==> config.mk <==
export PLATFORM = sky130hd
export DESIGN_NAME = frame_sequencer
export DESIGN_NICKNAME = d
export VERILOG_FILES = /design/src/rtl/frame_sequencer.sv
export SDC_FILE = /design/constraint.sdc
export NUM_CORES = 1
export LEC_CHECK = 0
export ABC_AREA = 1
export CAP_MARGIN = 20
export CORE_MARGIN = 2
export CORE_UTILIZATION = 30
export DETAILED_ROUTE_END_ITERATION = 12
export GPL_TIMING_DRIVEN = 0
export PLACE_DENSITY = 0.67
export SYNTH_ARGS = -nofsm -noshare
export SYNTH_HDL_FRONTEND = slang
export SYNTH_SLANG_ARGS = --single-unit
==> constraint.sdc <==
create_clock -name clk -period 2.75 [get_ports clk]
set_input_delay 0.6875 -clock clk [delete_from_list [all_inputs] [get_ports clk]]
set_output_delay 0.6875 -clock clk [all_outputs]
set_load 0.01 [all_outputs]
==> src/rtl/frame_sequencer.sv <==
// Per-frame controller: clears FB/ZB, launches geometry, waits for the render
// pipeline to drain, then pulses frame-done and flips the display buffer.
module frame_sequencer #(
  parameter int          FB_DEPTH    = 76800,
  parameter int          ADDR_W      = 17,
  parameter logic [11:0] CLEAR_PIXEL = 12'h000,
  parameter logic [7:0]  CLEAR_Z     = 8'hFF,
  parameter int          IDLE_HOLD   = 4
) (
  input  logic              clk,
  input  logic              rst_n,
  input  logic              i_start,
  input  logic              i_clear_en,
  input  logic              i_geom_done,
  input  logic              i_pipe_idle,
  output logic              o_geom_start,
  output logic              o_busy,
  output logic              o_frame_done,
  output logic              o_buf_sel,
  output logic              o_err_collision,
  input  logic [ADDR_W-1:0] i_r_fb_addr,
  input  logic              i_r_fb_we,
  input  logic [11:0]       i_r_fb_pixel,
  input  logic [ADDR_W-1:0] i_r_zb_addr,
  input  logic              i_r_zb_we,
  input  logic [7:0]        i_r_zb_data,
  output logic [ADDR_W-1:0] o_fb_addr,
  output logic              o_fb_we,
  output logic [11:0]       o_fb_pixel,
  output logic [ADDR_W-1:0] o_zb_addr,
  output logic              o_zb_we,
  output logic [7:0]        o_zb_data
);

  typedef enum logic [2:0] {
    S_IDLE, S_CLEAR, S_LAUNCH, S_RENDER, S_DRAIN, S_DONE
  } state_t;

  localparam logic [ADDR_W-1:0] LAST_ADDR = ADDR_W'(FB_DEPTH - 1);
  localparam logic [3:0]        HOLD_LAST = 4'(IDLE_HOLD - 1);

  state_t            r_state;
  logic [ADDR_W-1:0] r_clr_cnt;
  logic [3:0]        r_idle_cnt;
  logic              r_geom_latch;
  logic              r_geom_start;
  logic              r_busy;
  logic              r_frame_done;
  logic              r_buf_sel;
  logic              r_err;

  always_ff @(posedge clk) begin
    if (!rst_n) begin
      r_state      <= S_IDLE;
      r_clr_cnt    <= '0;
      r_idle_cnt   <= '0;
      r_geom_latch <= 1'b0;
      r_geom_start <= 1'b0;
      r_busy       <= 1'b0;
      r_frame_done <= 1'b0;
      r_buf_sel    <= 1'b0;
      r_err        <= 1'b0;
    end else begin
      r_geom_start <= 1'b0;
      r_frame_done <= 1'b0;
      case (r_state)
        S_IDLE: begin
          if (i_start) begin
            r_busy <= 1'b1;
            if (i_clear_en) begin
              r_state   <= S_CLEAR;
              r_clr_cnt <= '0;
            end else begin
              r_state      <= S_LAUNCH;
              r_geom_start <= 1'b1;
            end
          end
        end
        S_CLEAR: begin
          // Rasterizer writes here are dropped; flag them so the host can see it.
          if (i_r_fb_we || i_r_zb_we)
            r_err <= 1'b1;
          if (r_clr_cnt == LAST_ADDR) begin
            r_state      <= S_LAUNCH;
            r_clr_cnt    <= '0;
            r_geom_start <= 1'b1;
          end else begin
            r_clr_cnt <= r_clr_cnt + 1'b1;
          end
        end
        S_LAUNCH: begin
          if (i_geom_done)
            r_geom_latch <= 1'b1;
          r_state <= S_RENDER;
        end
        S_RENDER: begin
          if (r_geom_latch) begin
            r_state      <= S_DRAIN;
            r_geom_latch <= 1'b0;
            r_idle_cnt   <= '0;
          end else if (i_geom_done) begin
            r_geom_latch <= 1'b1;
          end
        end
        S_DRAIN: begin
          if (!i_pipe_idle) begin
            r_idle_cnt <= '0;
          end else if (r_idle_cnt == HOLD_LAST) begin
            r_state      <= S_DONE;
            r_idle_cnt   <= '0;
            r_frame_done <= 1'b1;
          end else begin
            r_idle_cnt <= r_idle_cnt + 1'b1;
          end
        end
        S_DONE: begin
          r_state   <= S_IDLE;
          r_busy    <= 1'b0;
          r_buf_sel <= ~r_buf_sel;
        end
        default: r_state <= S_IDLE;
      endcase
    end
  end

  // Shared write port: clear engine owns it only while clearing.
  always_comb begin
    o_fb_addr  = i_r_fb_addr;
    o_fb_we    = i_r_fb_we;
    o_fb_pixel = i_r_fb_pixel;
    o_zb_addr  = i_r_zb_addr;
    o_zb_we    = i_r_zb_we;
    o_zb_data  = i_r_zb_data;
    if (r_state == S_CLEAR) begin
      o_fb_addr  = r_clr_cnt;
      o_fb_we    = 1'b1;
      o_fb_pixel = CLEAR_PIXEL;
      o_zb_addr  = r_clr_cnt;
      o_zb_we    = 1'b1;
      o_zb_data  = CLEAR_Z;
    end
  end

  assign o_geom_start    = r_geom_start;
  assign o_busy          = r_busy;
  assign o_frame_done    = r_frame_done;
  assign o_buf_sel       = r_buf_sel;
  assign o_err_collision = r_err;

endmodule

* Word level (Yosys, flattened, before mapping)
Index checks and enable logic that the tools add are counted.
** Storage, ports and cells
- Flip-flop bits (word level) :: 30
- Word-level logic and storage cells :: 71
** Operators by class
- Multiplexer cells :: 32
- Eq/ne operators :: 14
- Add/subtract/negate cells :: 2
- Reduce and logical (&&, ||, !) cells :: 13
- Bitwise operators :: 1
** Operator list (count)
- 17-bit two-way mux :: 5
- 17-bit case mux with 2 select lines :: 1
- 17-bit by 1-bit adder with 17-bit output, second input constant :: 1
- 17-bit equality test, second input constant :: 1
- 3-bit two-way mux :: 5
- 3-bit case mux with 5 select lines :: 1
- 2-bit inequality test, second input constant :: 7
- 12-bit two-way mux :: 1
- 4-bit two-way mux :: 3
- 1-bit two-way mux :: 10
- 8-bit two-way mux :: 1
- 4-bit case mux with 2 select lines :: 1
- 2-bit AND reduction :: 4
- 2-bit nonzero test :: 4
- 3-bit by 2-bit equality test with 1-bit output, second input constant :: 2
- 3-bit equality test, second input constant :: 2
- 1-bit case mux with 2 select lines :: 3
- 3-bit AND reduction :: 2
- 5-bit AND reduction :: 1
- 4-bit by 1-bit adder with 4-bit output, second input constant :: 1
- 4-bit by 2-bit equality test with 1-bit output, second input constant :: 1
- 3-bit by 1-bit equality test with 1-bit output, second input constant :: 1
- 3-bit zero test :: 1
- 2-bit two-way mux :: 1
- 2 further kinds :: 2

* Depth between registers and ports, before layout
Gate-level depths: netlist of run 1.
- Depth after elaboration :: 4
- Gate-level depth with buffers :: 10

* Worst setup path after synthesis of run 1
No wires, ideal clock.
- Path kind :: reg2out
- From :: register r_state[2]
- To :: output port o_zb_data[2]
- Required time :: 2062 ps
- Arrival :: 1071 ps
- Path buffers :: 1
- Cell stages (with the launch flop) :: 6
- Slack :: 992 ps
- Cell sequence :: dfxtp_1 > nor2_1 > nand2_1 > inv_2 > buf_2 > or2_2
** On the way
- Cells in the longest elaborated chain, start to end :: 2
** Ends and longest elaborated chain
- start: declaration :: RTL line 42 : state_t r_state;
- start signal: assignment :: RTL line 54 : r_state <= S_IDLE;
- start signal: assignment :: RTL line 71 : r_state <= S_CLEAR;
- start signal: assignment :: RTL line 74 : r_state <= S_LAUNCH;
- 3-bit by 1-bit equality test with 1-bit output :: RTL line 134 : if (r_state == S_CLEAR) begin
- 8-bit two-way mux :: RTL line 134
- end: declaration :: RTL line 32 : output logic [7:0] o_zb_data
No other way between the ends.

* Final worst setup path of run 1
- From :: register r_state[2]
- To :: output port o_fb_addr[10]
** On the way
- Cells in the longest elaborated chain, start to end :: 2
** Ends and longest elaborated chain
- 3-bit by 1-bit equality test with 1-bit output :: RTL line 134
- 17-bit two-way mux :: RTL line 134
- end: declaration :: RTL line 27 : output logic [ADDR_W-1:0] o_fb_addr,
No other way between the ends.

==> tab_implementation.tex, run 1 <==
\begin{tabular}{lr}
\hline
Metric & Value \\
\hline
\multicolumn{2}{l}{\textbf{Die}} \\
\quad Die W & 89.2 um \\
\quad Die Span Y & 89.2 um \\
\quad I/O pin count & 123 \\
\quad Number of placement rows & 31 \\
\quad Effective utilization at floorplan & 30.5\% \\
\quad Area of the die & 7960 um2 \\
\quad Core footprint & 7140 um2 \\
\multicolumn{2}{l}{\textbf{Critical path}} \\
\quad Nature of the critical path startpoint & flop \\
\quad Maximum fanout along the worst path & 10 \\
\quad Setup CP Type & flop to output pin \\
\quad Ordered list of cells on the worst path & nor2\_1 > nand2\_1 > buf\_6 > clkbuf\_4 > nand2\_1 > nand2\_1 > clkdlybuf4s50\_1 \\
\quad Data arrival time at the worst-slack endpoint & 1.93 ns \\
\quad Stage delay of the slowest cell on the critical path & 0.52 ns \\
\quad Cell repeated most along the worst path & sky130\_fd\_sc\_hd\_\_nand2\_1 \\
\quad Data required time at the worst endpoint & 2.06 ns \\
\quad Crit-path slowest cell & sky130\_fd\_sc\_hd\_\_clkdlybuf4s50\_1 \\
\quad Type of element capturing the critical path & output pin \\
\multicolumn{2}{l}{\textbf{Cells and area}} \\
\quad Ratio of cells with drive above 1 in the final layout & 7.87\% \\
\quad Utilization after layout & 50.8\% \\
\quad Number of fillers in the final layout & 718 \\
\quad Nets@finish & 572 \\
\quad Antenna Cells & 0 \\
\quad Non-filler cells in the finished layout & 607 \\
\quad Area overhead of the layout relative to synthesis & 66.2\% \\
\quad Flip-flop and latch area & 604 um2 \\
\quad Area used by multi-input combinational logic & 1360 um2 \\
\multicolumn{2}{l}{\textbf{Routing}} \\
\quad Via count & 2,674 \\
\quad Drc violations & 0 \\
\quad Total wirelength of the detailed-routed design & 6.70 mm \\
\quad Ratio of routed vias to standard cells & 4.41 \\
\quad DRT iter0 DRCs & 129 \\
\quad Wire per inst & 11.0 um \\
\quad Number of nets with antenna violations after detailed routing & 0 \\
\quad Number of optimization iterations in the first detailed-route pass & 4 \\
\multicolumn{2}{l}{\textbf{Synthesis}} \\
\quad Syn nets & 443 \\
\quad Synthesized area divided by synthesized cell count & 5.75 um2 \\
\quad Cell count after synthesis & 379 \\
\quad Main flop type after synthesis & sky130\_fd\_sc\_hd\_\_dfxtp\_1 \\
\quad Synth Cell Area & 2180 um2 \\
\quad Library cells used by synthesis & 29 \\
\quad Area contributors post-synth & sky130\_fd\_sc\_hd\_\_dfxtp\_1, sky130\_fd\_sc\_hd\_\_nand2\_1, sky130\_fd\_sc\_hd\_\_nor2\_1 \\
\quad Number of warnings reported in the yosys synthesis log & 0 \\
\quad Area fraction of the dominant cell type after synthesis & 27.6\% \\
\quad Number of flip-flops and latches in the synthesized netlist & 30 \\
\quad Share of flip-flops with an asynchronous set or reset & 0\% \\
\quad Cell taking the most area after synthesis & sky130\_fd\_sc\_hd\_\_dfxtp\_1 \\
\quad Most numerous cell in the Yosys netlist & sky130\_fd\_sc\_hd\_\_nand2\_1 \\
\quad Number of enable flip-flop cells after synthesis & 0 \\
\quad Commonest cells in the synthesized netlist & sky130\_fd\_sc\_hd\_\_nand2\_1, sky130\_fd\_sc\_hd\_\_nor2\_1, sky130\_fd\_sc\_hd\_\_inv\_1 \\
\quad Sequential fraction of the synthesis area & 27.6\% \\
\multicolumn{2}{l}{\textbf{Clocking}} \\
\quad Skew-Pair Late Insertion Delay & 0.28 ns \\
\quad Clock H-tree levels & 2 \\
\quad Buffers inserted during post-CTS setup optimization & 0 \\
\quad TritonCTS clock tree & built \\
\quad Clock root buffer & sky130\_fd\_sc\_hd\_\_clkbuf\_8 \\
\quad Clk sink count & 30 \\
\quad Number of gates given a new drive strength after cts & 0 \\
\quad Bufs on Longest Clock Path & 2 \\
\quad Clock-pin slew of the registers on the worst-case setup and hold paths & 0.06 ns \\
\quad Hold buffers post-CTS & 0 \\
\quad Number of buffers inserted during clock tree synthesis & 5 \\
\multicolumn{2}{l}{\textbf{STA}} \\
\quad Sum of negative setup slack & 0 ns \\
\quad Slew at the pin closest to its max-slew limit & 0.514 ns \\
\quad Part of the cycle the worst path needs & 95.3\% \\
\quad Minimum clock period after layout & 2.62 ns \\
\quad Hold Violations, Final & 0 \\
\quad Worst clock skew & 0.00779 ns \\
\quad Rel. slew slack & 65.7\% \\
\quad Final count of negative-setup-slack endpoints & 0 \\
\quad Final Slew Violations & 0 \\
\quad Max Clk Rate & 0.382 GHz \\
\quad Least setup slack across all paths after layout & 0.130 ns \\
\multicolumn{2}{l}{\textbf{Placed design}} \\
\quad Gp weighted congestion & 0.865 \\
\quad I/O Buffers & 122 \\
\quad Worst slack at placement & 0.174 ns \\
\quad Number of cells in the design after placement & 600 \\
\quad Hpwl dp & 5.41 mm \\
\multicolumn{2}{l}{\textbf{Hold path}} \\
\quad Type of the worst min-delay path & flop to flop \\
\multicolumn{2}{l}{\textbf{Job}} \\
\quad Max-cap violations & 0 \\
\multicolumn{2}{l}{\textbf{Global routing}} \\
\quad Gr ovfl total & 0 \\
\quad Initial antenna violation count & 0 \\
\quad Maximum number of pins on one net before global-route repair & 11 \\
\quad Vias in the first global route & 2,422 \\
\quad Wire length of the first global-routing pass & 10.7 mm \\
\quad GR Util All Layers & 17.0\% \\
\multicolumn{2}{l}{\textbf{Power}} \\
\quad Leakage power of the design & 1.56 nW \\
\quad Tot Pwr & 0.00208 W \\
\quad Worst VDD drop & 0.000329 V \\
\quad Power density over cell area & 574 nW/um2 \\
\multicolumn{2}{l}{\textbf{Run status}} \\
\quad Outcome & complete, no violations \\
\hline
\end{tabular}
report_power, final:
group	internal (W)	switching, W
registers	0.000472	0.0000354
clock network	0.000169	0.000165
logic	0.000644	0.000591
total	0.00129	0.000792
sequential cells by signal, indices dropped and copies added (netlist names):
register         cells
r_clr_cnt           17
r_idle_cnt           4
r_state              3
o_buf_sel            1
o_busy               1
o_err_collision      1
o_frame_done         1
o_geom_start         1
r_geom_latch         1
routing by layer:
metal  GRT usage, %  vias to the layer above  part of all wire [%]
li1               -                     1444                     -
met1           20.2                     1145                    44
met2           30.4                       74                    48
met3           3.69                       11                   6.3
met4           5.70                        0                   1.5
met5              0                        -                     0
through the flow:
stage / hold WS (ns) / cell area, um2
final: 0.457 / 3620
after global routing: 0.493 / 3620
after CTS: 0.459 / 3600
after detailed placement: 0.445 / 3520
after global placement: 0.447 / 3520
after floorplan: 0.448 / 2180
cells in the final DEF (no fill, tap or decap), types with 4 or more instances in the layout:
cell type and instances:
sky130_fd_sc_hd__nand2_1 144, sky130_fd_sc_hd__clkdlybuf4s50_1 122, sky130_fd_sc_hd__nor2_1 53, sky130_fd_sc_hd__inv_1 37, sky130_fd_sc_hd__nand3_1 30, sky130_fd_sc_hd__dfxtp_1 27, sky130_fd_sc_hd__a21oi_1 19, sky130_fd_sc_hd__or2_2 10
sky130_fd_sc_hd__nand4_1 10, sky130_fd_sc_hd__xor2_1 8, sky130_fd_sc_hd__clkbuf_8 5, sky130_fd_sc_hd__nor2_2 4, sky130_fd_sc_hd__o21ai_0 4
logic make-up (layout without fill, tap and decap cells):
family | Yosys count | after routing | synth area share (%)
AOI/OAI and AO/OA | 28 | 28 | 7.00
DFF | 30 | 30 | 27.6
adders and majority gates | 2 | 2 | 1.15
buffers and inverters | 51 | 180 | 9.87
and+or+nand+nor | 259 | 259 | 50.8
xor gates and xnor gates | 9 | 9 | 3.62
path summary, 6_finish.rpt:
check / endpoint / startpoint / slack [ns] / depth (start not counted)
max: o_fb_addr[10] / r_state[2] / 0.13 / 7
min reg2reg: o_err_collision / o_err_collision / 0.46 / 2
min: o_err_collision / o_err_collision / 0.46 / 2
max reg2reg: r_clr_cnt[9] / r_clr_cnt[0] / 1.05 / 10
worst max-delay path: cells and delay by family (launching register included):
| kind | cells | cell delay, ns |
|---|---|---|
| buffers and inverters | 3 | 0.92 |
| flip-flops | 1 | 0.39 |
| AND/OR/NAND/NOR | 4 | 0.34 |
cell type report:
type | instances | area share, %
Sequential cell | 30 | 16.7
Multi-Input combinational cell | 298 | 37.7
Inverter | 40 | 4.21
Tap cell | 99 | 3.42
Timing Repair Buffer | 122 | 33.7
Clock inverter | 2 | 0.276
Clock buffer | 5 | 1.90
Buffer | 11 | 2.14
Note: power is estimated with default switching activity, not from simulation.
==> run 2, diff against run 1 <==
SLEW_MARGIN = 20   (was default)
clock period = 3.4 ns   (was 2.75 ns; I/O delays follow)
==> run 2 against run 1 <==
  * Clock skew is essentially flat
  * Global-route usage did not move
  * First-iteration DRC count grew 7.8%
  * Largest cell class unchanged
==> tab_implementation.tex, run 2 (synthesis gave the netlist of run 1 again) <==
\begin{tabular}{lr}
\hline
Metric & Value \\
\hline
\multicolumn{2}{l}{\textbf{Run status}} \\
\quad Outcome & complete, no violations \\
\multicolumn{2}{l}{\textbf{STA}} \\
\quad Final Slew Violations & 0 (unchanged) \\
\quad Sum of negative setup slack & 0 ns (unchanged) \\
\quad Minimum clock period after layout & 2.90 ns \\
\quad Setup repair after global routing missed its margin & false \\
\quad Part of the cycle the worst path needs & 85.3\% \\
\quad Max Clk Rate & 0.345 GHz \\
\quad Slew at the pin closest to its max-slew limit & 0.532 ns (+0.0182 ns) \\
\quad Hold Violations, Final & 0 (unchanged) \\
\quad Rel. slew slack & 64.5\% (-1.2 points) \\
\quad Worst clock skew & 0.00782 ns (+0.0000238 ns) \\
\quad Final count of negative-setup-slack endpoints & 0 (unchanged) \\
\multicolumn{2}{l}{\textbf{Critical path}} \\
\quad Data arrival time at the worst-slack endpoint & 2.05 ns (+0.12 ns) \\
\quad Nature of the critical path startpoint & input pin \\
\quad Type of element capturing the critical path & output pin \\
\quad Data required time at the worst endpoint & 2.55 ns (+0.49 ns) \\
\quad Setup CP Type & input pin to output pin \\
\quad Internal reg-to-reg setup slack & 1.71 ns (+0.66 ns) \\
\quad Maximum fanout along the worst path & 2 (-8) \\
\multicolumn{2}{l}{\textbf{Global routing}} \\
\quad Maximum number of pins on one net before global-route repair & 11 (unchanged) \\
\quad Gr ovfl total & 0 (unchanged) \\
\quad GR Util All Layers & 17.0\% (unchanged) \\
\quad Vias in the first global route & 2,422 (unchanged) \\
\quad Wire length of the first global-routing pass & 10.7 mm (unchanged) \\
\quad Initial antenna violation count & 0 (unchanged) \\
\multicolumn{2}{l}{\textbf{Routing}} \\
\quad DRT iter0 DRCs & 139 (+7.8\%) \\
\quad Total wirelength of the detailed-routed design & 6.70 mm (about the same) \\
\quad Ratio of routed vias to standard cells & 4.42 (+0.22\%) \\
\quad Drc violations & 0 (unchanged) \\
\quad Via count & 2,680 (+0.22\%) \\
\quad Number of nets with antenna violations after detailed routing & 0 (unchanged) \\
\quad Wire per inst & 11.0 um (about the same) \\
\quad Number of optimization iterations in the first detailed-route pass & 4 (unchanged) \\
\multicolumn{2}{l}{\textbf{Clocking}} \\
\quad Skew-Pair Late Insertion Delay & 0.28 ns (about the same) \\
\quad Clock root buffer & sky130\_fd\_sc\_hd\_\_clkbuf\_8 \\
\quad Number of gates given a new drive strength after cts & 0 (unchanged) \\
\quad Clock H-tree levels & 2 (unchanged) \\
\quad Hold buffers post-CTS & 0 (unchanged) \\
\quad Number of buffers inserted during clock tree synthesis & 5 (unchanged) \\
\quad Buffers inserted during post-CTS setup optimization & 0 (unchanged) \\
\quad Clock-pin slew of the registers on the worst-case setup and hold paths & 0.06 ns (about the same) \\
\quad Clk sink count & 30 (unchanged) \\
\quad TritonCTS clock tree & built \\
\quad Bufs on Longest Clock Path & 2 (unchanged) \\
\multicolumn{2}{l}{\textbf{Die}} \\
\quad Area of the die & 7960 um2 (unchanged) \\
\quad Die W & 89.2 um (unchanged) \\
\quad Die Span Y & 89.2 um (unchanged) \\
\quad I/O pin count & 123 (unchanged) \\
\quad Core footprint & 7140 um2 (unchanged) \\
\quad Number of placement rows & 31 (unchanged) \\
\quad Effective utilization at floorplan & 30.5\% (unchanged) \\
\multicolumn{2}{l}{\textbf{Hold path}} \\
\quad Type of the worst min-delay path & flop to flop \\
\multicolumn{2}{l}{\textbf{Cells and area}} \\
\quad Area overhead of the layout relative to synthesis & 65.3\% \\
\quad Commonest non-fill, non-tap cell in the layout & sky130\_fd\_sc\_hd\_\_nand2\_1 \\
\quad Number of flip-flops in the largest register & 17 (unchanged) \\
\quad Leading cell types in the layout, fill and taps excluded & sky130\_fd\_sc\_hd\_\_nand2\_1, sky130\_fd\_sc\_hd\_\_clkdlybuf4s50\_1, sky130\_fd\_sc\_hd\_\_nor2\_1, sky130\_fd\_sc\_hd\_\_inv\_1 \\
\quad Most flop-heavy register & r\_clr\_cnt \\
\quad Non-filler cells in the finished layout & 607 (unchanged) \\
\quad Antenna Cells & 0 (unchanged) \\
\quad Nets@finish & 572 (unchanged) \\
\quad Ratio of cells with drive above 1 in the final layout & 7.28\% (-0.59 points) \\
\quad Largest registers & r\_clr\_cnt x17, r\_idle\_cnt x4, r\_state x3 \\
\multicolumn{2}{l}{\textbf{Placed design}} \\
\quad Hpwl dp & 5.41 mm (unchanged) \\
\quad Gp weighted congestion & 0.865 (unchanged) \\
\quad Number of cells in the design after placement & 600 (unchanged) \\
\quad I/O Buffers & 122 (unchanged) \\
\multicolumn{2}{l}{\textbf{Power}} \\
\quad Power density over cell area & 461 nW/um2 (-20\%) \\
\quad Leakage power of the design & 1.56 nW (-0.35\%) \\
\quad Worst VDD drop & 0.000266 V (-19\%) \\
\multicolumn{2}{l}{\textbf{Job}} \\
\quad Max-cap violations & 0 (unchanged) \\
\hline
\end{tabular}
-- run 2: changes by cell type in the layout (fill, tap and decap cells not counted), sizes merged --
cell    before  now
clkbuf       9    7
buf          7    9
-- run 2: power breakdown --
part / internal [W] / leakage, nW / switching (W)
registers: 0.000380 / 0.243 / 0.0000286
clock network: 0.000137 / 0.0438 / 0.000134
logic: 0.000507 / 1.27 / 0.000476
total: 0.00102 / 1.56 / 0.000639
-- run 2: per-layer routing --
layer  up-vias  track usage, %  part of all wire, %
met5         -               0                    0
met3         9            3.69                  6.5
met4         0            5.70                  1.2
li1       1445               -                    -
met2        81            30.4                   49
met1      1145            20.2                   44
-- run 2: per-stage QoR --
step                setup WS, ns  hold WS, ns  power [W]  util (%)  cell area (um2)
global route               0.327        0.493    0.00180      50.5             3600
floorplan                   1.39        0.448   0.000904         -             2180
detailed placement         0.499        0.445    0.00141      49.4             3520
CTS                        0.490        0.459    0.00169      50.5             3600
finish                     0.501        0.457    0.00166      50.5             3600
global placement           0.491        0.447    0.00141      49.4             3520
-- run 2: final cells by class --
| type | count | area (um2) |
|---|---|---|
| Fill cell | 725 | 3530 |
| Multi-Input combinational cell | 298 | 1360 |
| Timing Repair Buffer | 122 | 1220 |
| Sequential cell | 30 | 601 |
| Inverter | 40 | 150 |
| Tap cell | 99 | 124 |
| Clock buffer | 5 | 68.8 |
| Buffer | 11 | 65.1 |
| Clock inverter | 2 | 10.0 |
-- run 2: worst paths after layout --
check | startpoint | to | depth (start not counted)
setup / recovery | i_r_fb_we | o_fb_we | 3
hold / removal | o_err_collision | o_err_collision | 2
setup reg to reg | r_clr_cnt[0] | r_clr_cnt[9] | 10
hold reg to reg | o_err_collision | o_err_collision | 2
-- run 2: worst max-delay path, cell delays in order --
cell and delay [ns]:
sky130_fd_sc_hd__clkdlybuf4s50_1 0.41, sky130_fd_sc_hd__or2_2 0.29, sky130_fd_sc_hd__clkdlybuf4s50_1 0.50
==> run 3, diff against run 2 <==
CTS_CLUSTER_SIZE = 8   (was default)
DONT_BUFFER_PORTS = 1   (was default)
PLACE_DENSITY = 0.46   (was 0.67)
==> run 3 against run 2 <==
  * Die area did not move
  * Flip-flop and latch count did not move
  * Final cell count fell by 20%
  * Critical path type is now flop to output pin
  * Worst setup slack improved by 0.49 ns
  * Power fell by 21%
==> tab_implementation.tex, run 3 (synthesis gave the netlist of run 1 again) <==
\begin{tabular}{lr}
\hline
Metric & Value \\
\hline
\multicolumn{2}{l}{\textbf{Critical path}} \\
\quad Data arrival time at the worst-slack endpoint & 1.56 ns (-0.49 ns) \\
\quad Stage delay of the slowest cell on the critical path & 0.43 ns (-0.07 ns) \\
\quad Type of element capturing the critical path & output pin \\
\quad Crit-path slowest cell & sky130\_fd\_sc\_hd\_\_dfxtp\_1 \\
\quad Data required time at the worst endpoint & 2.55 ns (about the same) \\
\quad Ordered list of cells on the worst path & nor2\_1 > nand2\_1 > buf\_6 > buf\_2 > nand2\_1 > nand2\_1 \\
\quad Setup CP Type & flop to output pin \\
\quad Family of cells with the greatest summed delay on the critical path & buffers and inverters \\
\quad Cell repeated most along the worst path & sky130\_fd\_sc\_hd\_\_nand2\_1 \\
\quad Nature of the critical path startpoint & flop \\
\quad Maximum fanout along the worst path & 10 (+8) \\
\quad FF-to-FF path depth & 10 (unchanged) \\
\quad Buffering stage count on the worst path with inverters included & 2 (unchanged) \\
\quad Critical path depth in cells & 6 (+3) \\
\multicolumn{2}{l}{\textbf{Clocking}} \\
\quad Bufs on Longest Clock Path & 2 (unchanged) \\
\quad Clock root buffer & sky130\_fd\_sc\_hd\_\_clkbuf\_8 \\
\quad Number of gates given a new drive strength after cts & 0 (unchanged) \\
\quad Clk sink count & 30 (unchanged) \\
\quad Clock H-tree levels & 2 (unchanged) \\
\quad Clock-pin slew of the registers on the worst-case setup and hold paths & 0.07 ns (about the same) \\
\quad Buffers inserted during post-CTS setup optimization & 0 (unchanged) \\
\quad TritonCTS clock tree & built \\
\quad Number of buffers inserted during clock tree synthesis & 5 (unchanged) \\
\quad Hold buffers post-CTS & 0 (unchanged) \\
\quad Skew-Pair Late Insertion Delay & 0.29 ns (about the same) \\
\multicolumn{2}{l}{\textbf{STA}} \\
\quad Setup repair after global routing missed its margin & false \\
\quad Minimum clock period after layout & 2.41 ns (-0.488 ns) \\
\quad Part of the cycle the worst path needs & 70.9\% (-14 points) \\
\quad Final Slew Violations & 0 (unchanged) \\
\quad Max Clk Rate & 0.415 GHz (+20\%) \\
\quad Rel. slew slack & 62.9\% (-1.6 points) \\
\quad Worst clock skew & 0.00482 ns (-0.00299 ns) \\
\quad Hold Violations, Final & 0 (unchanged) \\
\quad Sum of negative setup slack & 0 ns (unchanged) \\
\quad Final count of negative-setup-slack endpoints & 0 (unchanged) \\
\quad Least setup slack across all paths after layout & 0.989 ns (+0.488 ns) \\
\quad Slew at the pin closest to its max-slew limit & 0.556 ns (+0.0240 ns) \\
\multicolumn{2}{l}{\textbf{Power}} \\
\quad Int Power & 0.000716 W (-30\%) \\
\quad Power density over cell area & 548 nW/um2 (+19\%) \\
\quad Fraction of power spent switching nets & 45.4\% (+7.0 points) \\
\quad Net Switching & 0.000595 W (-6.8\%) \\
\quad Proportion of power drawn by the clock network & 23.4\% (+7.1 points) \\
\quad Worst VDD drop & 0.000215 V (-19\%) \\
\quad Combinational fraction of design power & 44.9\% (-14 points) \\
\quad Leakage power of the design & 1.09 nW (-30\%) \\
\quad Reg power frac & 31.7\% (+7.1 points) \\
\multicolumn{2}{l}{\textbf{Cells and area}} \\
\quad Utilization after layout & 33.6\% (-17 points) \\
\quad Non-filler cells in the finished layout & 486 (-20\%) \\
\quad Nets@finish & 450 (-21\%) \\
\quad Leading cell types in the layout, fill and taps excluded & sky130\_fd\_sc\_hd\_\_nand2\_1, sky130\_fd\_sc\_hd\_\_nor2\_1, sky130\_fd\_sc\_hd\_\_inv\_1, sky130\_fd\_sc\_hd\_\_nand3\_1, sky130\_fd\_sc\_hd\_\_dfxtp\_1 \\
\quad Antenna Cells & 0 (unchanged) \\
\quad Commonest non-fill, non-tap cell in the layout & sky130\_fd\_sc\_hd\_\_nand2\_1 \\
\quad Largest registers & r\_clr\_cnt x17, r\_idle\_cnt x4, r\_state x3 \\
\quad Most flop-heavy register & r\_clr\_cnt \\
\quad Number of fillers in the final layout & 819 (+13\%) \\
\quad Post-route design area & 2390 um2 (-34\%) \\
\quad Ratio of cells with drive above 1 in the final layout & 9.56\% (+2.3 points) \\
\quad Area overhead of the layout relative to synthesis & 9.87\% \\
\quad Number of flip-flops in the largest register & 17 (unchanged) \\
\multicolumn{2}{l}{\textbf{Job}} \\
\quad Max-cap violations & 0 (unchanged) \\
\multicolumn{2}{l}{\textbf{Die}} \\
\quad Effective utilization at floorplan & 30.5\% (unchanged) \\
\quad Area of the die & 7960 um2 (unchanged) \\
\quad Die W & 89.2 um (unchanged) \\
\quad Core footprint & 7140 um2 (unchanged) \\
\quad Die Span Y & 89.2 um (unchanged) \\
\quad I/O pin count & 123 (unchanged) \\
\quad Number of placement rows & 31 (unchanged) \\
\multicolumn{2}{l}{\textbf{Placed design}} \\
\quad I/O Buffers & 0 (-100\%) \\
\quad Placed cell area & 2300 um2 (-35\%) \\
\quad Number of cells in the design after placement & 478 (-20\%) \\
\quad Hpwl dp & 4.75 mm (-12\%) \\
\quad Worst slack at placement & 1.25 ns (+0.747 ns) \\
\quad Gp weighted congestion & 0.817 (-5.5\%) \\
\multicolumn{2}{l}{\textbf{Routing}} \\
\quad Ratio of routed vias to standard cells & 4.78 (+8.3\%) \\
\quad Via count & 2,323 (-13\%) \\
\quad Total wirelength of the detailed-routed design & 6.09 mm (-9.1\%) \\
\quad Number of optimization iterations in the first detailed-route pass & 5 (+1) \\
\quad DRT iter0 DRCs & 128 (-7.9\%) \\
\quad Drc violations & 0 (unchanged) \\
\quad Number of nets with antenna violations after detailed routing & 0 (unchanged) \\
\quad Wire per inst & 12.5 um (+14\%) \\
\multicolumn{2}{l}{\textbf{Global routing}} \\
\quad Maximum number of pins on one net before global-route repair & 11 (unchanged) \\
\quad Gr ovfl total & 0 (unchanged) \\
\quad Wire length of the first global-routing pass & 9.42 mm (-12\%) \\
\quad Vias in the first global route & 2,022 (-17\%) \\
\quad Initial antenna violation count & 0 (unchanged) \\
\quad GR Util All Layers & 15.4\% (-1.7 points) \\
\multicolumn{2}{l}{\textbf{Hold path}} \\
\quad Type of the worst min-delay path & flop to flop \\
\quad Count of cells along the worst hold path & 2 (unchanged) \\
\multicolumn{2}{l}{\textbf{Run status}} \\
\quad Outcome & complete, no violations \\
\hline
\end{tabular}
## run 3: cell types whose count changed in the layout (fill, tap and decap cells not counted), sizes merged
cell | before | now
clkinv | 3 | 2
clkbuf | 7 | 9
clkdlybuf4s50 | 122 | 0
## run 3: worst register-to-register path: cells and delay by family, from the launching register on
kind                       cells  cell delay [ns]
adders and majority gates      1             0.27
DFF                            1             0.40
and+or+nand+nor                9             0.97
## run 3: area by class of cell
| class | count | area, um2 | area share (%) |
|---|---|---|---|
| inverters | 40 | 150 | 6.27 |
| clock buffers | 7 | 86.3 | 3.61 |
| multi-input cells | 298 | 1360 | 56.9 |
| plain buffers | 11 | 65.1 | 2.72 |
| clock inverters | 1 | 5.00 | 0.209 |
| well taps | 99 | 124 | 5.17 |
| flip-flops and latches | 30 | 601 | 25.1 |
## run 3: path summary, 6_finish.rpt
kind	from	endpoint	slack (ns)
setup / recovery	r_state[2]	o_fb_addr[4]	0.99
hold / removal	r_geom_latch	r_geom_latch	0.48
setup reg to reg	r_clr_cnt[0]	r_clr_cnt[10]	1.66
hold reg to reg	r_geom_latch	r_geom_latch	0.48
## run 3: through the flow
stage	total power (W)	hold WS (ns)
floorplan	0.000904	0.448
global placement	0.00102	0.466
detailed placement	0.00103	0.472
CTS	0.00134	0.482
global route	0.00144	0.519
finish	0.00131	0.482
## run 3: power groups by stage
stage          sequential (W)  combinational [W]  clock [W]
2_1_floorplan        0.000414           0.000490          0
3_3_place_gp         0.000423           0.000599          0
4_1_cts              0.000415           0.000605   0.000319
6_report             0.000415           0.000589   0.000307
5_1_grt              0.000419           0.000687   0.000333
3_5_place_dp         0.000423           0.000604          0
## run 3: metal layers
| metal | global-route usage, % | wire [um] |
|---|---|---|
| met1 | 19.6 | 2830 |
| met2 | 25.9 | 2900 |
| met3 | 3.42 | 309 |
| met4 | 4.48 | 48 |
| met5 | 0 | 0 |
